<file path="src/rtl/mp3_pkg.sv">
// mp3_pkg: shared types and defaults for the playback sample scheduler.
//   sched_state_t : scheduler FSM state encoding
//   DEF_ADDR_W    : default bridge word-address width
//   DEF_DATA_W    : default PCM sample width
//   SILENCE       : sample value substituted on underrun
package mp3_pkg;

  localparam int DEF_ADDR_W = 26;
  localparam int DEF_DATA_W = 16;

  localparam logic [15:0] SILENCE = 16'h0000;

  typedef enum logic [2:0] {
    S_IDLE,
    S_FETCH,
    S_WAIT_SPACE,
    S_DRAIN,
    S_ABORT
  } sched_state_t;

endpackage

</file>
<file path="src/rtl/sample_fifo.sv">
// sample_fifo: synchronous sample FIFO with push/pop/flush.
// Ports:
//   clk, rst_n        : clock, synchronous active-low reset
//   push, push_data   : write one word (ignored when full, unless a pop frees a slot)
//   pop               : drop the head word (ignored when empty)
//   flush             : empty the FIFO; overrides push and pop
//   count             : number of stored words, 0..DEPTH
//   head              : oldest stored word, read from the storage flops
module sample_fifo #(
  parameter int DATA_W = 16,
  parameter int DEPTH  = 8
) (
  input  logic                   clk,
  input  logic                   rst_n,
  input  logic                   push,
  input  logic [DATA_W-1:0]      push_data,
  input  logic                   pop,
  input  logic                   flush,
  output logic [$clog2(DEPTH):0] count,
  output logic [DATA_W-1:0]      head
);

  localparam int PTR_W = $clog2(DEPTH);
  localparam int CNT_W = PTR_W + 1;

  logic [DATA_W-1:0] mem [DEPTH];
  logic [PTR_W-1:0]  wr_ptr;
  logic [PTR_W-1:0]  rd_ptr;
  logic              push_ok;
  logic              pop_ok;

  assign pop_ok  = pop && (count != '0);
  assign push_ok = push && ((count != CNT_W'(DEPTH)) || pop_ok);

  always_ff @(posedge clk) begin
    if (!rst_n || flush) begin
      wr_ptr <= '0;
      rd_ptr <= '0;
      count  <= '0;
    end else begin
      if (push_ok) wr_ptr <= wr_ptr + PTR_W'(1);
      if (pop_ok)  rd_ptr <= rd_ptr + PTR_W'(1);
      case ({push_ok, pop_ok})
        2'b10:   count <= count + CNT_W'(1);
        2'b01:   count <= count - CNT_W'(1);
        default: count <= count;
      endcase
    end
  end

  // Storage needs no reset: a word is only ever read after it was written.
  always_ff @(posedge clk) begin
    if (push_ok && !flush) mem[wr_ptr] <= push_data;
  end

  assign head = mem[rd_ptr];

endmodule

</file>
<file path="src/rtl/sample_fetch_sched.sv">
// sample_fetch_sched: playback scheduler between the SDRAM Avalon bridge and
// the I2S serializer. Streams PCM words from [start_addr..end_addr] into a
// small FIFO with hysteresis refill and hands one sample out per sample_req.
// Build option: LOOP_PLAYBACK_EN -- when defined, the clip repeats from
// start_addr after end_addr and playback ends only on stop.
// Ports:
//   Clk, Reset_n               : clock, synchronous active-low reset
//   start, stop                : 1-cycle control pulses
//   start_addr, end_addr       : inclusive word range, sampled on accepted start
//   bridge_address/read/byte_enable, bridge_acknowledge, bridge_read_data
//                              : Avalon read master, one outstanding read
//   sample_req                 : per-frame request from the serializer
//   sample_data, sample_valid  : sample answer, one cycle after sample_req
//   playing, underrun, done    : status (underrun sticky, done 1-cycle pulse)
//
// state        | meaning
// S_IDLE       | no clip active, waiting for start
// S_FETCH      | read outstanding on the bridge
// S_WAIT_SPACE | FIFO filled up, waiting for count <= LOW_WATER
// S_DRAIN      | whole clip fetched, waiting for FIFO to empty
// S_ABORT      | stopped with a read in flight, waiting for its ack
module sample_fetch_sched
  import mp3_pkg::*;
#(
  parameter int ADDR_W     = DEF_ADDR_W,
  parameter int DATA_W     = DEF_DATA_W,
  parameter int FIFO_DEPTH = 8,
  parameter int LOW_WATER  = 4
) (
  input  logic              Clk,
  input  logic              Reset_n,
  input  logic              start,
  input  logic              stop,
  input  logic [ADDR_W-1:0] start_addr,
  input  logic [ADDR_W-1:0] end_addr,
  output logic [ADDR_W-1:0] bridge_address,
  output logic              bridge_read,
  output logic [1:0]        bridge_byte_enable,
  input  logic              bridge_acknowledge,
  input  logic [DATA_W-1:0] bridge_read_data,
  input  logic              sample_req,
  output logic [DATA_W-1:0] sample_data,
  output logic              sample_valid,
  output logic              playing,
  output logic              underrun,
  output logic              done
);

  localparam int CNT_W = $clog2(FIFO_DEPTH) + 1;

  sched_state_t      state_q, state_d;
  logic [ADDR_W-1:0] addr_q, addr_d;
  logic [ADDR_W-1:0] end_r;
`ifdef LOOP_PLAYBACK_EN
  logic [ADDR_W-1:0] start_r;
`endif
  logic              load_range;
  logic              done_d;
  logic              fifo_push;
  logic              fifo_pop;
  logic              fifo_flush;
  logic [CNT_W-1:0]  fifo_count;
  logic [DATA_W-1:0] fifo_head;
  logic              full_after;
  logic              start_ok;

  sample_fifo #(
    .DATA_W (DATA_W),
    .DEPTH  (FIFO_DEPTH)
  ) u_fifo (
    .clk       (Clk),
    .rst_n     (Reset_n),
    .push      (fifo_push),
    .push_data (bridge_read_data),
    .pop       (fifo_pop),
    .flush     (fifo_flush),
    .count     (fifo_count),
    .head      (fifo_head)
  );

  assign fifo_pop   = sample_req && (fifo_count != '0);
  // A push fills the FIFO only if no pop lands in the same cycle.
  assign full_after = (fifo_count == CNT_W'(FIFO_DEPTH - 1)) && !fifo_pop;
  assign start_ok   = (state_q == S_IDLE) && start && !stop && (start_addr <= end_addr);

  assign bridge_address     = addr_q;
  assign bridge_read        = (state_q == S_FETCH) || (state_q == S_ABORT);
  assign bridge_byte_enable = 2'b11;
  assign playing            = (state_q != S_IDLE);

  always_comb begin
    state_d    = state_q;
    addr_d     = addr_q;
    load_range = 1'b0;
    fifo_push  = 1'b0;
    fifo_flush = 1'b0;
    done_d     = 1'b0;
    unique case (state_q)
      S_IDLE: begin
        if (start && !stop) begin
          if (start_addr <= end_addr) begin
            state_d    = S_FETCH;
            addr_d     = start_addr;
            load_range = 1'b1;
            fifo_flush = 1'b1;
          end else begin
            done_d = 1'b1;
          end
        end
      end
      S_FETCH: begin
        if (stop) begin
          // An ack in the stop cycle completes the read; its data is dropped.
          if (bridge_acknowledge) begin
            state_d    = S_IDLE;
            fifo_flush = 1'b1;
            done_d     = 1'b1;
          end else begin
            state_d = S_ABORT;
          end
        end else if (bridge_acknowledge) begin
          fifo_push = 1'b1;
          if (addr_q == end_r) begin
`ifdef LOOP_PLAYBACK_EN
            addr_d = start_r;
            if (full_after) state_d = S_WAIT_SPACE;
`else
            state_d = S_DRAIN;
`endif
          end else begin
            addr_d = addr_q + ADDR_W'(1);
            if (full_after) state_d = S_WAIT_SPACE;
          end
        end
      end
      S_WAIT_SPACE: begin
        if (stop) begin
          state_d    = S_IDLE;
          fifo_flush = 1'b1;
          done_d     = 1'b1;
        end else if (fifo_count <= CNT_W'(LOW_WATER)) begin
          state_d = S_FETCH;
        end
      end
      S_DRAIN: begin
        if (stop || (fifo_count == '0)) begin
          state_d    = S_IDLE;
          fifo_flush = 1'b1;
          done_d     = 1'b1;
        end
      end
      S_ABORT: begin
        if (bridge_acknowledge) begin
          state_d    = S_IDLE;
          fifo_flush = 1'b1;
          done_d     = 1'b1;
        end
      end
      default: state_d = S_IDLE;
    endcase
  end

  always_ff @(posedge Clk) begin
    if (!Reset_n) begin
      state_q <= S_IDLE;
      addr_q  <= '0;
      end_r   <= '0;
`ifdef LOOP_PLAYBACK_EN
      start_r <= '0;
`endif
      done    <= 1'b0;
    end else begin
      state_q <= state_d;
      addr_q  <= addr_d;
      done    <= done_d;
      if (load_range) begin
        end_r   <= end_addr;
`ifdef LOOP_PLAYBACK_EN
        start_r <= start_addr;
`endif
      end
    end
  end

  // Sample side: every request is answered next cycle; an empty FIFO gives
  // silence, and counts as an underrun only while a clip is active.
  always_ff @(posedge Clk) begin
    if (!Reset_n) begin
      sample_data  <= '0;
      sample_valid <= 1'b0;
      underrun     <= 1'b0;
    end else begin
      sample_valid <= sample_req;
      if (sample_req) begin
        sample_data <= (fifo_count != '0) ? fifo_head : DATA_W'(SILENCE);
      end
      if (start_ok) begin
        underrun <= 1'b0;
      end else if (sample_req && (fifo_count == '0) && playing) begin
        underrun <= 1'b1;
      end
    end
  end

endmodule

</file>
<file path="config.mk">
export PLATFORM = sky130hd
export DESIGN_NAME = sample_fetch_sched
export DESIGN_NICKNAME = d
export VERILOG_FILES = /design/src/rtl/mp3_pkg.sv /design/src/rtl/sample_fifo.sv /design/src/rtl/sample_fetch_sched.sv
export SDC_FILE = /design/constraint.sdc
export NUM_CORES = 1
export LEC_CHECK = 0
export CAP_MARGIN = 40
export CORE_MARGIN = 10
export CORE_UTILIZATION = 50
export CTS_CLUSTER_SIZE = 8
export DETAILED_ROUTE_END_ITERATION = 8
export PLACE_DENSITY = 0.85
export SLEW_MARGIN = 40
export SYNTH_ARGS = -nofsm -noshare
export SYNTH_HDL_FRONTEND = slang
export SYNTH_HIERARCHICAL = 1
export SYNTH_SLANG_ARGS = --single-unit
</file>
<file path="constraint.sdc">
create_clock -name Clk -period 7.9 [get_ports Clk]
set_input_delay 1.58 -clock Clk [delete_from_list [all_inputs] [get_ports Clk]]
set_output_delay 1.58 -clock Clk [all_outputs]
set_load 0.1 [all_outputs]
</file>
==> metrics.txt <==
outcome finished clean; DIE WIDTH between 150 and 200 um; Setup-failing EPs final 0; post-CTS setup buffers 0; area of the core region 20300 um^2; number of standard cells in the layout, taps in and fillers out 1282; minimum setup slack in the final design 2910 ps; arrival time of the worst setup path 5240 ps; most frequently used flop master after synthesis edfxtp_1; initial core utilization 0.510; Hold/Removal Path Class flop to flop; vias in the first global route 7689; placer's final routability congestion estimate 0.892; Final nets approximately 1100; proportion of layout cells with a drive suffix above 1 0.159; post-synthesis instance total 886; Vias between 7000 and 8000; number of iterations in the first detailed-routing pass 6; total CTS buffers 30; critical-path maximum fanout 9; Routed Wire Length 27.5 mm; die outline area 26800 um^2; Slew @ Worst Pin around 820 ps; antenna-violating nets left 0; detail-routed net length per standard cell 21.4 um; latest clock arrival within the worst-skew pair 560 ps; type of destination of the critical path flop; crit path launch type primary input; initial antenna violation count 0; pwr dens 225 nW/um^2; number of flip-flops and latches in the synthesized netlist 215; cell at the root of the clock tree clkbuf_16; Final Skew between 30 and 40 ps; number of instances in the placed design 1231; sequential area share after synthesis 0.540; mean cell area of the mapped netlist ~12 um^2; Buffers on Ports 120; hold-fix buffer count after cts 0; max-slew violation count 0; Yosys Warn Count 6; number of top-level pins between 100 and 150; required time worst endpoint about 8200 ps; aggregate global-route resource usage 0.199; leading cell types in the layout, fill and taps excluded edfxtp_1, dfxtp_1, nand2_1, clkdlybuf4s50_1, nand3_1; slew margin rel. 0.451; ys async rst share 0; post-CTS sizing 0; initial detailed-routing violation count just under 700; H-tree lvl count 1; aggregate negative setup slack 0 ps; fmax 201 MHz; time the final worst path needs with I/O delays and setup 4990 ps; Setup Slack @ Placement 2510 ps; CTS max path bufs 3; standard-cell row count 52; register clock-pin slew on the reported worst setup and hold paths around 50 ps; TritonCTS clock tree done; number of flops mapped to enable cells by yosys ~130; number of antenna diodes 0; placed wire-length estimate 18.6 mm; Worst VDD drop 211 uV; max-cap viol count 0; DRC viols 0; chip height ~160 um; wire length of the first global-routing pass around 43 mm; share of the clock period used by the worst path after layout 0.631; setup repair after global routing missed its margin no; critical path type primary input to flop; Layout Area Growth over Synthesis 19.3%; Num Clock Sinks 215; most common cell after layout, fill and taps aside edfxtp_1; Syn Std Cell Area about 10000 um^2; GRT Residual Overflow 0; routed vias/inst 6.02; Static Leakage 0.00447 uW; utilization after layout 0.608; maximum number of pins on one net before global-route repair 83; number of distinct library cells after synthesis 70; number of hold-slack violations in the final timing report 0
==> critical path: stages <==
cell and delay [ps]:
clkdlybuf4s50_1 480, inv_1 60, ha_1 290, nand4_1 180, nor4_1 440, inv_1 90
o211ai_1 490, a21boi_4 90, or2_2 380, nor2_1 110, nand2_1 110, nor2_2 620
buf_4 310
==> stage by stage <==
step                instance area, um^2  hold WS, ps  total power (uW)
floorplan                         10300          448              1520
global placement                  11700          455              1650
detailed placement                11500          461              1640
CTS                               12300          468              2790
global route                      12300          491              2880
finish                            12300          465              2780
==> power by group <==
part	switching (uW)	total [uW]	internal [uW]
Clock	454	1160	702
Combinational	267	383	116
Sequential	32.1	1240	1210
Total	753	2780	2030
==> cell usage after synthesis, drive strengths merged (3+ instances only) <==
master / count / area, um^2
o31ai: 16 / 120
a31o: 8 / 70.1
o21ai: 45 / 233
dfxtp: 87 / 1740
xnor2: 14 / 123
nand3: 60 / 300
ha: 31 / 388
nand2: 73 / 274
or2: 5 / 31.3
mux2: 16 / 180
inv: 37 / 139
clkbuf: 32 / 120
o211ai: 7 / 52.6
nor4: 9 / 71.3
nand4: 16 / 100
nand2b: 24 / 150
and3: 9 / 56.3
nor3: 15 / 75.1
xor2: 18 / 158
a22oi: 3 / 22.5
nor2: 46 / 173
a211oi: 9 / 77.6
mux2i: 6 / 60.1
o221a: 4 / 53.8
a21oi: 45 / 233
o41ai: 3 / 26.3
mux4: 32 / 781
edfxtp: 128 / 3840
and2: 3 / 18.8
buf: 27 / 190
o311ai: 5 / 43.8
or3: 7 / 43.8
a32o: 4 / 40.0
a31oi: 11 / 68.8
==> per-layer routing <==
metal | part of all wire | GRT usage
met3 | 0.096 | 0.0473
met5 | 0 | 0
met4 | 0.021 | 0.0475
met1 | 0.40 | 0.255
met2 | 0.48 | 0.335
==> final timing paths <==
path / startpoint / to / slack, ps / depth (start not counted)
setup reg to reg: state_q[0]$_SDFFE_PN0P_ / u_fifo/mem[0][2]$_DFFE_PP_ / 4140 / 7
setup / recovery: end_addr[25] / u_fifo/mem[2][3]$_DFFE_PP_ / 2910 / 13
hold / removal: sample_data[0]$_SDFFE_PN0P_ / sample_data[0]$_SDFFE_PN0P_ / 470 / 2
hold reg to reg: sample_data[0]$_SDFFE_PN0P_ / sample_data[0]$_SDFFE_PN0P_ / 470 / 2
==> registers in the layout (all words and copies together), names as in the netlist, 3 cells and up, named ones only <==
register	cells
u_fifo/mem	128
u_fifo/rd_ptr	3
state_q	3
sample_data	16
u_fifo/count	4
bridge_address	26
u_fifo/wr_ptr	3
end_r	26
==> final cells by class <==
type	instances	area, um^2
fill	1541	7960
multi-input combinational	574	4340
clock buffer	50	826
inverter	38	143
clock inverter	1	30.0
timing repair buffer	134	1070
tap	270	338
sequential	215	5590
==> kinds of logic after synthesis <==
kind of cell / Yosys count / synth area share
other cells: 1 / 0.000362
xor+xnor: 32 / 0.0271
compound gates: 176 / 0.114
flops: 215 / 0.540
buf+inv: 98 / 0.0469
simple gates: 277 / 0.132
mux: 54 / 0.0987
fa+ha+maj: 33 / 0.0404
(Power assumes the default switching activity.)
